### src/rtl/vga_frame_update_scheduler_if.sv
// Sample producer / VGA colour bus for vga_frame_update_scheduler.
// slave = scheduler side, master = producer/VGA side.
interface vga_frame_update_scheduler_if #(
    parameter int unsigned DEPTH = 4
);
    localparam int unsigned LW = $clog2(DEPTH) + 1;

    logic          sample_valid;
    logic [11:0]   sample_data;
    logic          sample_ready;
    logic          vsync;
    logic          validData;
    logic [11:0]   data;
    logic [LW-1:0] fifo_level;
    logic          overflow;
    logic [7:0]    drop_cnt;

    modport slave (
        input  sample_valid, sample_data, vsync,
        output sample_ready, validData, data, fifo_level, overflow, drop_cnt
    );

    modport master (
        output sample_valid, sample_data, vsync,
        input  sample_ready, validData, data, fifo_level, overflow, drop_cnt
    );
endinterface

### src/rtl/vga_frame_update_scheduler.sv
// Buffers RGB444 samples and releases one per frame at the vsync falling edge.
// Optional HOLD_TIMEOUT_EN: force black after TIMEOUT_FRAMES idle frames.
module vga_frame_update_scheduler #(
    parameter int unsigned DEPTH          = 4,
    parameter int unsigned TIMEOUT_FRAMES = 60
) (
    input  logic                          clk,
    input  logic                          rst,
    vga_frame_update_scheduler_if.slave   bus
);
    localparam int unsigned AW = $clog2(DEPTH);
    localparam int unsigned LW = AW + 1;

    typedef enum logic [1:0] {IDLE, ARMED, ISSUE} state_e;

    state_e         state_q, state_d;
    logic [11:0]    mem_q [DEPTH];
    logic [11:0]    mem_d [DEPTH];
    logic [AW-1:0]  wr_ptr_q, wr_ptr_d, rd_ptr_q, rd_ptr_d;
    logic [LW-1:0]  level_q, level_d;
    logic           vsync_q;
    logic           valid_q, valid_d;
    logic [11:0]    data_q, data_d;
    logic           overflow_q, overflow_d;
    logic [7:0]     drop_q, drop_d;

    logic frame_tick_c, ready_c, push_c, refuse_c, pop_c, timeout_c;

    assign frame_tick_c = vsync_q & ~bus.vsync;
    // Readiness uses the pre-pop level: a full FIFO refuses even on a pop cycle.
    assign ready_c      = (level_q != LW'(DEPTH));
    assign push_c       = bus.sample_valid & ready_c;
    assign refuse_c     = bus.sample_valid & ~ready_c;
    assign pop_c        = frame_tick_c & (level_q != '0);

`ifdef HOLD_TIMEOUT_EN
    localparam int unsigned CW = $clog2(TIMEOUT_FRAMES + 1);

    logic [CW-1:0] frame_cnt_q, frame_cnt_d;

    // Count empty-FIFO frame ticks; fire a black strobe on the last one.
    always_comb begin
        frame_cnt_d = frame_cnt_q;
        timeout_c   = 1'b0;
        if (push_c || pop_c) begin
            frame_cnt_d = '0;
        end else if (frame_tick_c) begin
            if (frame_cnt_q == CW'(TIMEOUT_FRAMES - 1)) begin
                timeout_c   = 1'b1;
                frame_cnt_d = '0;
            end else begin
                frame_cnt_d = frame_cnt_q + CW'(1);
            end
        end
    end

    always_ff @(posedge clk or negedge rst) begin
        if (!rst) frame_cnt_q <= '0;
        else      frame_cnt_q <= frame_cnt_d;
    end
`else
    logic unused_timeout;
    assign unused_timeout = (TIMEOUT_FRAMES == 0);
    assign timeout_c      = 1'b0;
`endif

    // FIFO bookkeeping, strobe generation and FSM.
    always_comb begin
        state_d    = state_q;
        mem_d      = mem_q;
        wr_ptr_d   = wr_ptr_q;
        rd_ptr_d   = rd_ptr_q;
        level_d    = level_q + LW'(push_c) - LW'(pop_c);
        valid_d    = 1'b0;
        data_d     = data_q;
        overflow_d = overflow_q | refuse_c;
        drop_d     = drop_q;

        if (refuse_c && drop_q != 8'hFF) drop_d = drop_q + 8'd1;

        if (push_c) begin
            mem_d[wr_ptr_q] = bus.sample_data;
            wr_ptr_d        = wr_ptr_q + AW'(1);
        end

        if (pop_c) begin
            valid_d  = 1'b1;
            data_d   = mem_q[rd_ptr_q];
            rd_ptr_d = rd_ptr_q + AW'(1);
        end else if (timeout_c) begin
            valid_d = 1'b1;
            data_d  = 12'h000;
        end

        case (state_q)
            IDLE:    if (push_c) state_d = ARMED;
            ARMED:   if (pop_c)  state_d = ISSUE;
            ISSUE:   state_d = (level_q != '0 || push_c) ? ARMED : IDLE;
            default: state_d = IDLE;
        endcase
    end

    always_ff @(posedge clk or negedge rst) begin
        if (!rst) begin
            state_q    <= IDLE;
            for (int i = 0; i < DEPTH; i++) mem_q[i] <= 12'h000;
            wr_ptr_q   <= '0;
            rd_ptr_q   <= '0;
            level_q    <= '0;
            vsync_q    <= 1'b1;
            valid_q    <= 1'b0;
            data_q     <= 12'h000;
            overflow_q <= 1'b0;
            drop_q     <= 8'h00;
        end else begin
            state_q    <= state_d;
            mem_q      <= mem_d;
            wr_ptr_q   <= wr_ptr_d;
            rd_ptr_q   <= rd_ptr_d;
            level_q    <= level_d;
            vsync_q    <= bus.vsync;
            valid_q    <= valid_d;
            data_q     <= data_d;
            overflow_q <= overflow_d;
            drop_q     <= drop_d;
        end
    end

    assign bus.sample_ready = ready_c;
    assign bus.validData    = valid_q;
    assign bus.data         = data_q;
    assign bus.fifo_level   = level_q;
    assign bus.overflow     = overflow_q;
    assign bus.drop_cnt     = drop_q;
endmodule
### src/flat_wrapper.sv
// flat-port wrapper written by rule: the top's interface ports become plain ports
module vga_frame_update_scheduler_flat 
#(
    parameter int unsigned DEPTH          = 4,
    parameter int unsigned TIMEOUT_FRAMES = 60
)
  (clk, rst, bus_sample_valid, bus_sample_data, bus_vsync, bus_sample_ready, bus_validData, bus_data, bus_fifo_level, bus_overflow, bus_drop_cnt);
  vga_frame_update_scheduler_if #(.DEPTH(DEPTH)) bus_i ();
  input  logic clk;
  input  logic rst;
  input wire logic [$bits(bus_i.sample_valid)-1:0] bus_sample_valid;
  input wire logic [$bits(bus_i.sample_data)-1:0] bus_sample_data;
  input wire logic [$bits(bus_i.vsync)-1:0] bus_vsync;
  output wire logic [$bits(bus_i.sample_ready)-1:0] bus_sample_ready;
  output wire logic [$bits(bus_i.validData)-1:0] bus_validData;
  output wire logic [$bits(bus_i.data)-1:0] bus_data;
  output wire logic [$bits(bus_i.fifo_level)-1:0] bus_fifo_level;
  output wire logic [$bits(bus_i.overflow)-1:0] bus_overflow;
  output wire logic [$bits(bus_i.drop_cnt)-1:0] bus_drop_cnt;
  assign bus_i.sample_valid = bus_sample_valid;
  assign bus_i.sample_data = bus_sample_data;
  assign bus_i.vsync = bus_vsync;
  assign bus_sample_ready = bus_i.sample_ready;
  assign bus_validData = bus_i.validData;
  assign bus_data = bus_i.data;
  assign bus_fifo_level = bus_i.fifo_level;
  assign bus_overflow = bus_i.overflow;
  assign bus_drop_cnt = bus_i.drop_cnt;
  vga_frame_update_scheduler #(.DEPTH(DEPTH), .TIMEOUT_FRAMES(TIMEOUT_FRAMES)) u_core (.clk(clk), .rst(rst), .bus(bus_i));
endmodule
### config.mk
export PLATFORM = sky130hd
export DESIGN_NAME = vga_frame_update_scheduler_flat
export DESIGN_NICKNAME = d
export VERILOG_FILES = /design/src/rtl/vga_frame_update_scheduler_if.sv /design/src/rtl/vga_frame_update_scheduler.sv /design/src/flat_wrapper.sv
export SDC_FILE = /design/constraint.sdc
export NUM_CORES = 1
export LEC_CHECK = 0
export CAP_MARGIN = 15
export CORE_UTILIZATION = 25
export CTS_BUF_LIST = sky130_fd_sc_hd__clkbuf_16
export DETAILED_ROUTE_END_ITERATION = 8
export GPL_ROUTABILITY_DRIVEN = 0
export SLEW_MARGIN = 20
export SYNTH_ARGS = -nofsm -noshare
export SYNTH_HDL_FRONTEND = slang
export SYNTH_SLANG_ARGS = --single-unit
### constraint.sdc
create_clock -name clk -period 4.3 [get_ports clk]
set_input_delay 1.075 -clock clk [delete_from_list [all_inputs] [get_ports clk]]
set_output_delay 1.075 -clock clk [all_outputs]
set_load 0.02 [all_outputs]
After elaboration in Yosys (flattened, before gate mapping) --
Index checks and enable logic that the tools add are counted.
Word-level totals: ROM bits 0, bits of input ports 16, memory bits (writable) 0, register bits after elaboration 78, output and inout bits 26, latch bits 0, memories kept 0
Cells by class: bitwise operators 9, add/subtract/negate cells 5, reduce and logical (&&, ||, !) cells 3, divide/modulo/power cells 0, multiply operators 0, equality and inequality tests 2, shift operators 0, multiplexer cells 7, order comparisons 3
Operator list (count):
- bitwise mux 48 bit | 1
- 2-to-1 mux 12 bit | 3
- binary-select mux 12 bit (select 2 bit) | 1
- demux 12 bit (select 2 bit) | 1
- adder 8 x 1 -> 8 bit (second input constant) | 1
- != test 8 bit (second input constant) | 1
- greater-or-equal comparator 3 bit (second input constant) | 2
- NOT 2 -> 3 bit | 2
- adder 2 x 1 -> 2 bit (second input constant) | 2
- AND 1 bit | 4
- adder 3 x 1 -> 3 bit | 1
- < comparator 3 x 1 -> 1 bit (second input constant) | 1
- != test 3 bit (second input constant) | 1
- nonzero test 3 bit | 1
- subtractor 3 x 1 -> 3 bit | 1
- logical AND 1 bit | 2
- NOT 1 bit | 2
- 2-to-1 mux 1 bit | 1
- bitwise OR 1 bit | 1

Depth between registers and ports, before layout --
Gate-level depths: netlist of the first run.
depth after elaboration 6, gate-level depth with buffers 10, gate-level depth less buffers 9

Worst setup path after synthesis of the first run --
Ideal clock, no wire load.
path type in2reg, start point in bus_vsync, end point reg u_core.level_q[2], in the netlist u_core.bus.fifo_level[2], setup time 0.134 ns, stages 9, arrival time 2.684 ns, path buffers 1, slack 1.483 ns, cell sequence nor3b_2 buf_4 ha_1 inv_1 ha_1 inv_1 fa_1 xnor2_1 xnor2_1
Between the ends: cells in the longest elaborated chain, start to end 4
RTL lines:
- start, declared | RTL line flat_wrapper.sv:13 | input wire logic [$bits(bus_i.vsync)-1:0] bus_vsync;
- NOT 1 bit | RTL line vga_frame_update_scheduler.sv:29 | assign frame_tick_c = vsync_q & ~bus.vsync;
- AND 1 bit | RTL line vga_frame_update_scheduler.sv:29
- AND 1 bit | RTL line vga_frame_update_scheduler.sv:34 | assign pop_c = frame_tick_c & (level_q != '0);
- via u_core.pop_c | RTL line vga_frame_update_scheduler.sv:27 | logic frame_tick_c, ready_c, push_c, refuse_c, pop_c, timeout_c;
- subtractor 3 x 1 -> 3 bit | RTL line vga_frame_update_scheduler.sv:73 | level_d = level_q + LW'(push_c) - LW'(pop_c);
- via u_core.level_d[2] | RTL line vga_frame_update_scheduler.sv:20 | logic [LW-1:0] level_q, level_d;
- end signal, assigned | RTL line vga_frame_update_scheduler.sv:120 | level_q <= level_d;
- end, declared | RTL line vga_frame_update_scheduler.sv:20
The timed path passes the listed nets, and every way through them passes these cells. A chain may end at the register's enable or synchronous reset.

Worst setup path after layout of the first run --
start point reg u_core.level_q[1], in the netlist u_core.bus.fifo_level[1], end point out bus_sample_ready
Between the ends: cells in the longest elaborated chain, start to end 1
RTL lines:
- != test 3 bit | RTL line vga_frame_update_scheduler.sv:31 | assign ready_c = (level_q != LW'(DEPTH));
- end, declared | RTL line flat_wrapper.sv:14 | output wire logic [$bits(bus_i.sample_ready)-1:0] bus_sample_ready;
No other way between the ends.

==> results.md, run 1 <==
* Worst slew pin tran at 0.823 ns
* Clock buffer depth at 2
* Source of the worst register-to-register timing path: u_core.bus.fifo_level[1]
* Clock sinks at 78
* Top fanout value on the critical path at 6
* # IOs at 42
* Mapped Area at 0.00364 sq mm
* # Max-Cap Violations at 0
* Final worst hold slack at 0.477 ns
* Starting utilization of the core area at 25.9%
* Placeable core region at 0.0140 sq mm
* Post-CTS Repair Setup Buffers at 0
* Filler Cells Inserted at 1,362
* Number of register bits inferred by synthesis at 78
* Count leader, synth: sky130_fd_sc_hd__dfrtp_1
* Nets at roughly 280
* Die outline area at 0.0150 sq mm
* Synthesized area per cell at 16.8 sq um
* Top FF cell, synth: sky130_fd_sc_hd__dfrtp_1
* Power density over the cells at a little under 800 mW/mm^2
* Detail Route Antenna Nets at 0
* Sort of element at the end of the critical path: primary output
* Setup Crit Path Kind: reg -> out
* Sum of net half-perimeters after detailed placement at 4340 microns
* Setup repair after global routing missed its margin: false
* Number of remaining DRC errors at 0
* Number of placed instances with taps included at 429
* Synthesis Warnings at 0
* Largest family of logic cells by synthesized area: multiplexers
* Worst clock skew at ~0.0084 ns
* Complex-gate fraction of the synthesized area at between 1.5 and 2%
* Clock-pin slew on the worst setup and hold paths at 0.05 ns
* Total leakage power at between 2 and 2.5 nW
* First-pass GRT wire length at 11,300 microns
* Distinct cell type count of the synthesized netlist at 36
* Leading cell types by count after synthesis: sky130_fd_sc_hd__dfrtp_1, sky130_fd_sc_hd__mux2_4, sky130_fd_sc_hd__mux2_2, sky130_fd_sc_hd__inv_1, sky130_fd_sc_hd__xnor2_1
* Number of global-route vias before repair at ~2,100
* CTS-repair resized insts at 0
* Critical Path AT at between 1.5 and 2 ns
* Capture point of the worst path: bus_sample_ready
* Register area share after synthesis at 53.7%
* Yosys top cell area share at roughly 53%
* Relative slew slack at 45.1%
* Crit path launch: u_core.bus.fifo_level[1]
* Routed wire length at approximately 6800 microns
* Number of failing setup endpoints in the final timing report at 0
* Growth of design area from synthesis to finish at 23.4%
* Min cycle time layout at 2.99 ns
* Adder-cell share of the synthesized area at 2.96%
* Detailed-router iteration count before antenna repair at 4
* Pin count of the biggest net entering global routing at 79
* Gr ovfl total at 0
* Post-synth EDFFs at 0
* Clock tree from TritonCTS: built
* XOR/XNOR Fraction of Synth Area at 2.41%
* Synth Area in Simple Gates at 4.43%
* Post-synthesis mux area share at roughly a third
* Antenna diodes at 0
* Async SR Flop Fraction at between 90% and 100%
* Final period util at 69.6%
* Hold-fix buffers, CTS at 0
* Path depth of the worst reg2reg path at 10
* Initial antenna violation count at 0
* Highest clock rate at 334 MHz
* Largest vdd supply drop at 0.197 mV
* Final count of hold timing violations at 0
* DIE WIDTH at 123 microns
* Run status: complete, no violations
* Syn nets at 241
* R2R setup slack at 1.97 ns
* Routed vias at 1,916
* Number of buffers inserted by port buffering at 41
* Capture point of the worst reg-to-reg path: u_core.bus.fifo_level[2]
* GRT Overall Usage at between 10% and 20%
* CTS Root Buffer Type: sky130_fd_sc_hd__clkbuf_16
* Required arrival time at the worst endpoint at 3.22 ns
* Cell accounting for the most synthesized area: sky130_fd_sc_hd__dfrtp_1
* Clock buffers created by TritonCTS at 9
* Critical Path Source Type: register
* Clock insertion delay at the later pin of the skew report at about 0.33 ns
* Number of vias per cell at 4.32
* Finished Layout Cells at 444
* Post-DR wirelength/cell at 15.3 microns
* Worst hold path class: reg -> reg
* Violation count after the first detailed-route iteration at 71
* Final-report max-slew violation count at 0
* Final core area utilization at 32.0%
* Layout cell share with drive strength beyond 1 at roughly a third
* Number of cell rows at 43
* Number of H-tree branching levels at 3
* Final total negative setup slack at 0 ns
* Top area cells in the synthesized netlist: sky130_fd_sc_hd__dfrtp_1, sky130_fd_sc_hd__mux2_4, sky130_fd_sc_hd__mux2_2
* Die Span Y at between 100 and 150 microns
* Post-synthesis cell count at 217
worst min path at each step:
stage | startpoint | endpoint | slack, ns | cells after the start
floorplan | u_core.mem_q[14] | u_core.mem_q[14] | 0.47 | 1
global placement | u_core.bus.overflow | u_core.bus.overflow | 0.46 | 1
detailed placement | u_core.bus.overflow | u_core.bus.overflow | 0.46 | 1
CTS | u_core.bus.overflow | u_core.bus.overflow | 0.48 | 1
global route | u_core.bus.overflow | u_core.bus.overflow | 0.51 | 1
finish | u_core.bus.overflow | u_core.bus.overflow | 0.48 | 1
power by group:
group          internal (mW)  switching [mW]  leakage [nW]  total, mW
clock                  0.499           0.274         0.154      0.773
sequential              1.09           0.278         0.935       1.37
combinational          0.864           0.478         0.924       1.34
total                   2.45            1.03          2.01       3.48
cell type report:
class | instances | area, sq um | area share (%)
Multi-Input combinational cell | 121 | 1560 | 34.7
Timing Repair Buffer | 42 | 419 | 9.33
Sequential cell | 78 | 1950 | 43.5
Inverter | 8 | 30.0 | 0.669
Clock buffer | 9 | 225 | 5.01
Tap cell | 180 | 225 | 5.01
Clock inverter | 6 | 80.1 | 1.78
kinds of logic (layout without fill, tap and decap cells):
family / Yosys count / in the layout
AOI/OAI and AO/OA: 8 / 8
xor gates and xnor gates: 10 / 10
adders and majority gates: 8 / 8
buffers and inverters: 18 / 65
DFF: 78 / 78
muxes: 74 / 74
and+or+nand+nor: 21 / 21
state kept, by name (all words and copies together), names as in the netlist:
register and count:
u_core.bus.overflow 1, u_core.rd_ptr_q 2, u_core.bus.validData 1, u_core.wr_ptr_q 2, u_core.bus.drop_cnt 8, u_core.bus.data 12
u_core.vsync_q 1, u_core.bus.fifo_level 3, u_core.mem_q 48
worst max-delay path: stages, from the launching register on:
cell                              delay [ns]
sky130_fd_sc_hd__dfrtp_1                0.46
sky130_fd_sc_hd__or3b_1                 0.55
sky130_fd_sc_hd__clkdlybuf4s50_1        0.59
layout by cell type (no fill, tap or decap), drive strengths merged, types with 2 or more instances in the layout:
cell type      count
dfrtp             77
xnor2              8
mux2              62
nand3              6
and3               2
and4               2
buf                2
mux4              12
bufinv             2
ha                 7
clkbuf             9
clkdlybuf4s50     40
o2111ai            2
xor2               2
inv               10
stage by stage:
step | instance area [sq um] | total power [mW] | worst slack, ns
floorplan | 3640 | 2.34 | 1.48
global placement | 4180 | 2.70 | 1.04
detailed placement | 4180 | 2.74 | 1.03
CTS | 4490 | 3.54 | 1.28
global route | 4490 | 3.71 | 1.21
finish | 4490 | 3.48 | 1.31
routing by layer:
| layer | share of wire, % | global-route usage [%] |
|---|---|---|
| met2 | 49 | 15.0 |
| met4 | 1.3 | 4.42 |
| met1 | 45 | 13.2 |
| met5 | 0 | 0 |
| met3 | 5.2 | 3.39 |
No activity file was read; power rests on OpenSTA's default activity.
==> run 2: changes to the inputs <==
Clock period 4.3 ns to 3.1 ns, I/O delays scaled along.
==> results.md, run 2 (synthesis gave the netlist of run 1 again) <==
* Ordered list of cells on the worst path: or3b_1, clkdlybuf4s50_1
* Critical Path AT at 1.93 ns (about the same)
* Detail Route Antenna Nets at 0 (unchanged)
* # Max-Cap Violations at 0 (unchanged)
* Antenna diodes at 0 (unchanged)
* Worst clock skew at 0.00403 ns (-0.00442 ns)
* CTS-repair resized insts at 0 (unchanged)
* Top fanout value on the critical path at 6 (unchanged)
* Worst slew pin tran at 1.00 ns (+0.181 ns)
* Min setup slack post-route at 0.400 ns (-0.909 ns)
* Number of cell rows at 43 (unchanged)
* DIE WIDTH at 123 microns (unchanged)
* Post-route standard cell area excluding fillers at 0.00452 sq mm (+0.61%)
* Largest vdd supply drop at 0.275 mV (+40%)
* Filler Cells Inserted at 1,349 (-0.95%)
* CTS Root Buffer Type: sky130_fd_sc_hd__clkbuf_16
* Die Span Y at 123 microns (unchanged)
* Cell internal power dissipation at 3.42 mW (+40%)
* Master of the slowest instance on the critical path: sky130_fd_sc_hd__clkdlybuf4s50_1
* Run status: complete, no violations
* Clock buffer depth at 2 (unchanged)
* Growth of design area from synthesis to finish at 24.2%
* Clock tree from TritonCTS: built
* First-pass GRT wire length at 11,300 microns (about the same)
* Hold-fix buffers, CTS at 0 (unchanged)
* Min cycle time layout at 2.70 ns
* Clock sinks at 78 (unchanged)
* Largest register FFs at 48 (unchanged)
* Combinational group share of total power at 39.2% (+0.7 points)
* Cell family contributing the most delay on the critical path: buffers and inverters
* Post-CTS Repair Setup Buffers at 0 (unchanged)
* Nets at 287 (+1.1%)
* Pin count of the biggest net entering global routing at 79 (unchanged)
* Layout cell share with drive strength beyond 1 at 35.4% (+0.98 points)
* Die outline area at 0.0150 sq mm (unchanged)
* Number of failing setup endpoints in the final timing report at 0 (unchanged)
* Highest-count cells in the layout ignoring fill and taps: sky130_fd_sc_hd__dfrtp_1, sky130_fd_sc_hd__mux2_4, sky130_fd_sc_hd__clkdlybuf4s50_1, sky130_fd_sc_hd__mux2_2
* Critical Path Source Type: register
* Proportion of power drawn by the clock network at 22.6% (+0.4 points)
* Sort of element at the end of the critical path: primary output
* # IOs at 42 (unchanged)
* Final-report max-slew violation count at 0 (unchanged)
* Routed vias at 1,962 (+2.4%)
* Finished Layout Cells at 448 (+0.90%)
* Switching Power at 1.46 mW (+42%)
* Number of global-route vias before repair at 2,120 (+0.95%)
* Number of remaining DRC errors at 0 (unchanged)
* Relative slew slack at 33.1% (-12 points)
* Proportion of power drawn by flip-flops and latches at 38.2% (-1.1 points)
* Initial antenna violation count at 0 (unchanged)
* Gr ovfl total at 0 (unchanged)
* Setup Crit Path Kind: reg -> out
* Placeable core region at 0.0140 sq mm (unchanged)
* Starting utilization of the core area at 25.9% (unchanged)
* Detailed-router iteration count before antenna repair at 4 (unchanged)
* Clock buffers created by TritonCTS at 9 (unchanged)
* Clock-pin slew on the worst setup and hold paths at 0.06 ns (about the same)
* Post-DR wirelength/cell at 15.4 microns (+0.77%)
* Routed wire length at 6910 microns (+1.7%)
* Total leakage power at 2.03 nW (+0.64%)
* Instance area after placement at 0.00421 sq mm (+0.54%)
* Post-placement setup slack at 0.348 ns (-0.678 ns)
* Number of vias per cell at 4.38 (+1.5%)
* Setup repair after global routing missed its margin: false
* Worst hold path class: reg -> reg
* Final count of hold timing violations at 0 (unchanged)
* Sum of net half-perimeters after detailed placement at 4450 microns (+2.4%)
* Highest clock rate at approximately 370 MHz
* Final period util at between 80% and 90%
* Required arrival time at the worst endpoint at 2.32 ns (-0.90 ns)
* Number of placed instances with taps included at 432 (+0.70%)
* Final total negative setup slack at 0 ns (unchanged)
* Number of H-tree branching levels at 3 (unchanged)
* Net Sw Frac at 29.9% (+0.32 points)
* Register bank with the most flops: u_core.mem_q
* Power density over the cells at 1080 mW/mm^2 (+39%)
* Number of buffers inserted by port buffering at 41 (unchanged)
* Worst path max stage delay at 0.59 ns (about the same)
* Violation count after the first detailed-route iteration at 42 (-41%)
* Clock insertion delay at the later pin of the skew report at 0.33 ns (about the same)
* Buffering stage count on the worst path with inverters included at 1 (unchanged)
* Most frequent standard cell in the layout excluding fill and tap cells: sky130_fd_sc_hd__dfrtp_1
* GRT Overall Usage at 10.1% (+0.030 points)
## run 2: final timing paths
check	startpoint	slack, ns	end	depth (start not counted)
worst max-delay path	u_core.bus.fifo_level[1]	0.40	bus_sample_ready	2
worst min-delay path	u_core.bus.overflow	0.46	u_core.bus.overflow	1
worst max register to register	u_core.bus.fifo_level[1]	0.90	u_core.bus.fifo_level[2]	9
worst min register to register	u_core.bus.overflow	0.46	u_core.bus.overflow	1
max in group asynchronous	rst	1.85	u_core.mem_q[31]	1
min in group asynchronous	rst	0.59	u_core.bus.drop_cnt[1]	1
## run 2: per-stage QoR
stage | hold slack [ns] | power [mW] | util, %
2_1_floorplan | 0.471 | 3.25 | -
3_3_place_gp | 0.453 | 3.76 | 29.9
3_5_place_dp | 0.455 | 3.83 | 29.9
4_1_cts | 0.471 | 4.98 | 32.2
5_1_grt | 0.483 | 5.20 | 32.2
6_report | 0.464 | 4.89 | 32.2
## run 2: area by class of cell
class / instances / area (sq um) / share of cell area (%)
inverters: 8 / 30.0 / 0.664
multi-input cells: 121 / 1560 / 34.5
flip-flops and latches: 78 / 1950 / 43.2
repair buffers: 45 / 438 / 9.69
well taps: 180 / 225 / 4.98
clock inverters: 7 / 88.8 / 1.97
clock buffers: 9 / 225 / 4.98
## run 2: power groups by stage
stage / logic [mW] / clock network [mW] / registers (mW)
after floorplan: 1.34 / 0 / 1.91
after global placement: 1.90 / 0 / 1.86
after detailed placement: 1.95 / 0 / 1.88
after CTS: 1.95 / 1.15 / 1.87
after global routing: 2.07 / 1.20 / 1.94
final: 1.91 / 1.10 / 1.87
## run 2: worst reg2reg max path, stage by stage (launching register included)
cell and delay (ns):
sky130_fd_sc_hd__dfrtp_1 0.46, sky130_fd_sc_hd__nor3_1 0.35, sky130_fd_sc_hd__nor3b_2 0.10, sky130_fd_sc_hd__ha_1 0.28
sky130_fd_sc_hd__inv_1 0.05, sky130_fd_sc_hd__ha_1 0.13, sky130_fd_sc_hd__inv_1 0.05, sky130_fd_sc_hd__fa_1 0.37
sky130_fd_sc_hd__xnor2_1 0.19, sky130_fd_sc_hd__xnor2_1 0.15
## run 2: per-layer routing
layer  GRT usage, %  wire length [microns]
met5              0                      0
met4           4.19                     76
met3           3.53                    361
met2           15.6                   3390
met1           12.7                   3070
==> run 3: changes to the inputs <==
Settings changed: CAP_MARGIN 15 to default.
==> results of run 3 <==
The final DEF is identical to that of run 2; final timing and power are the same.
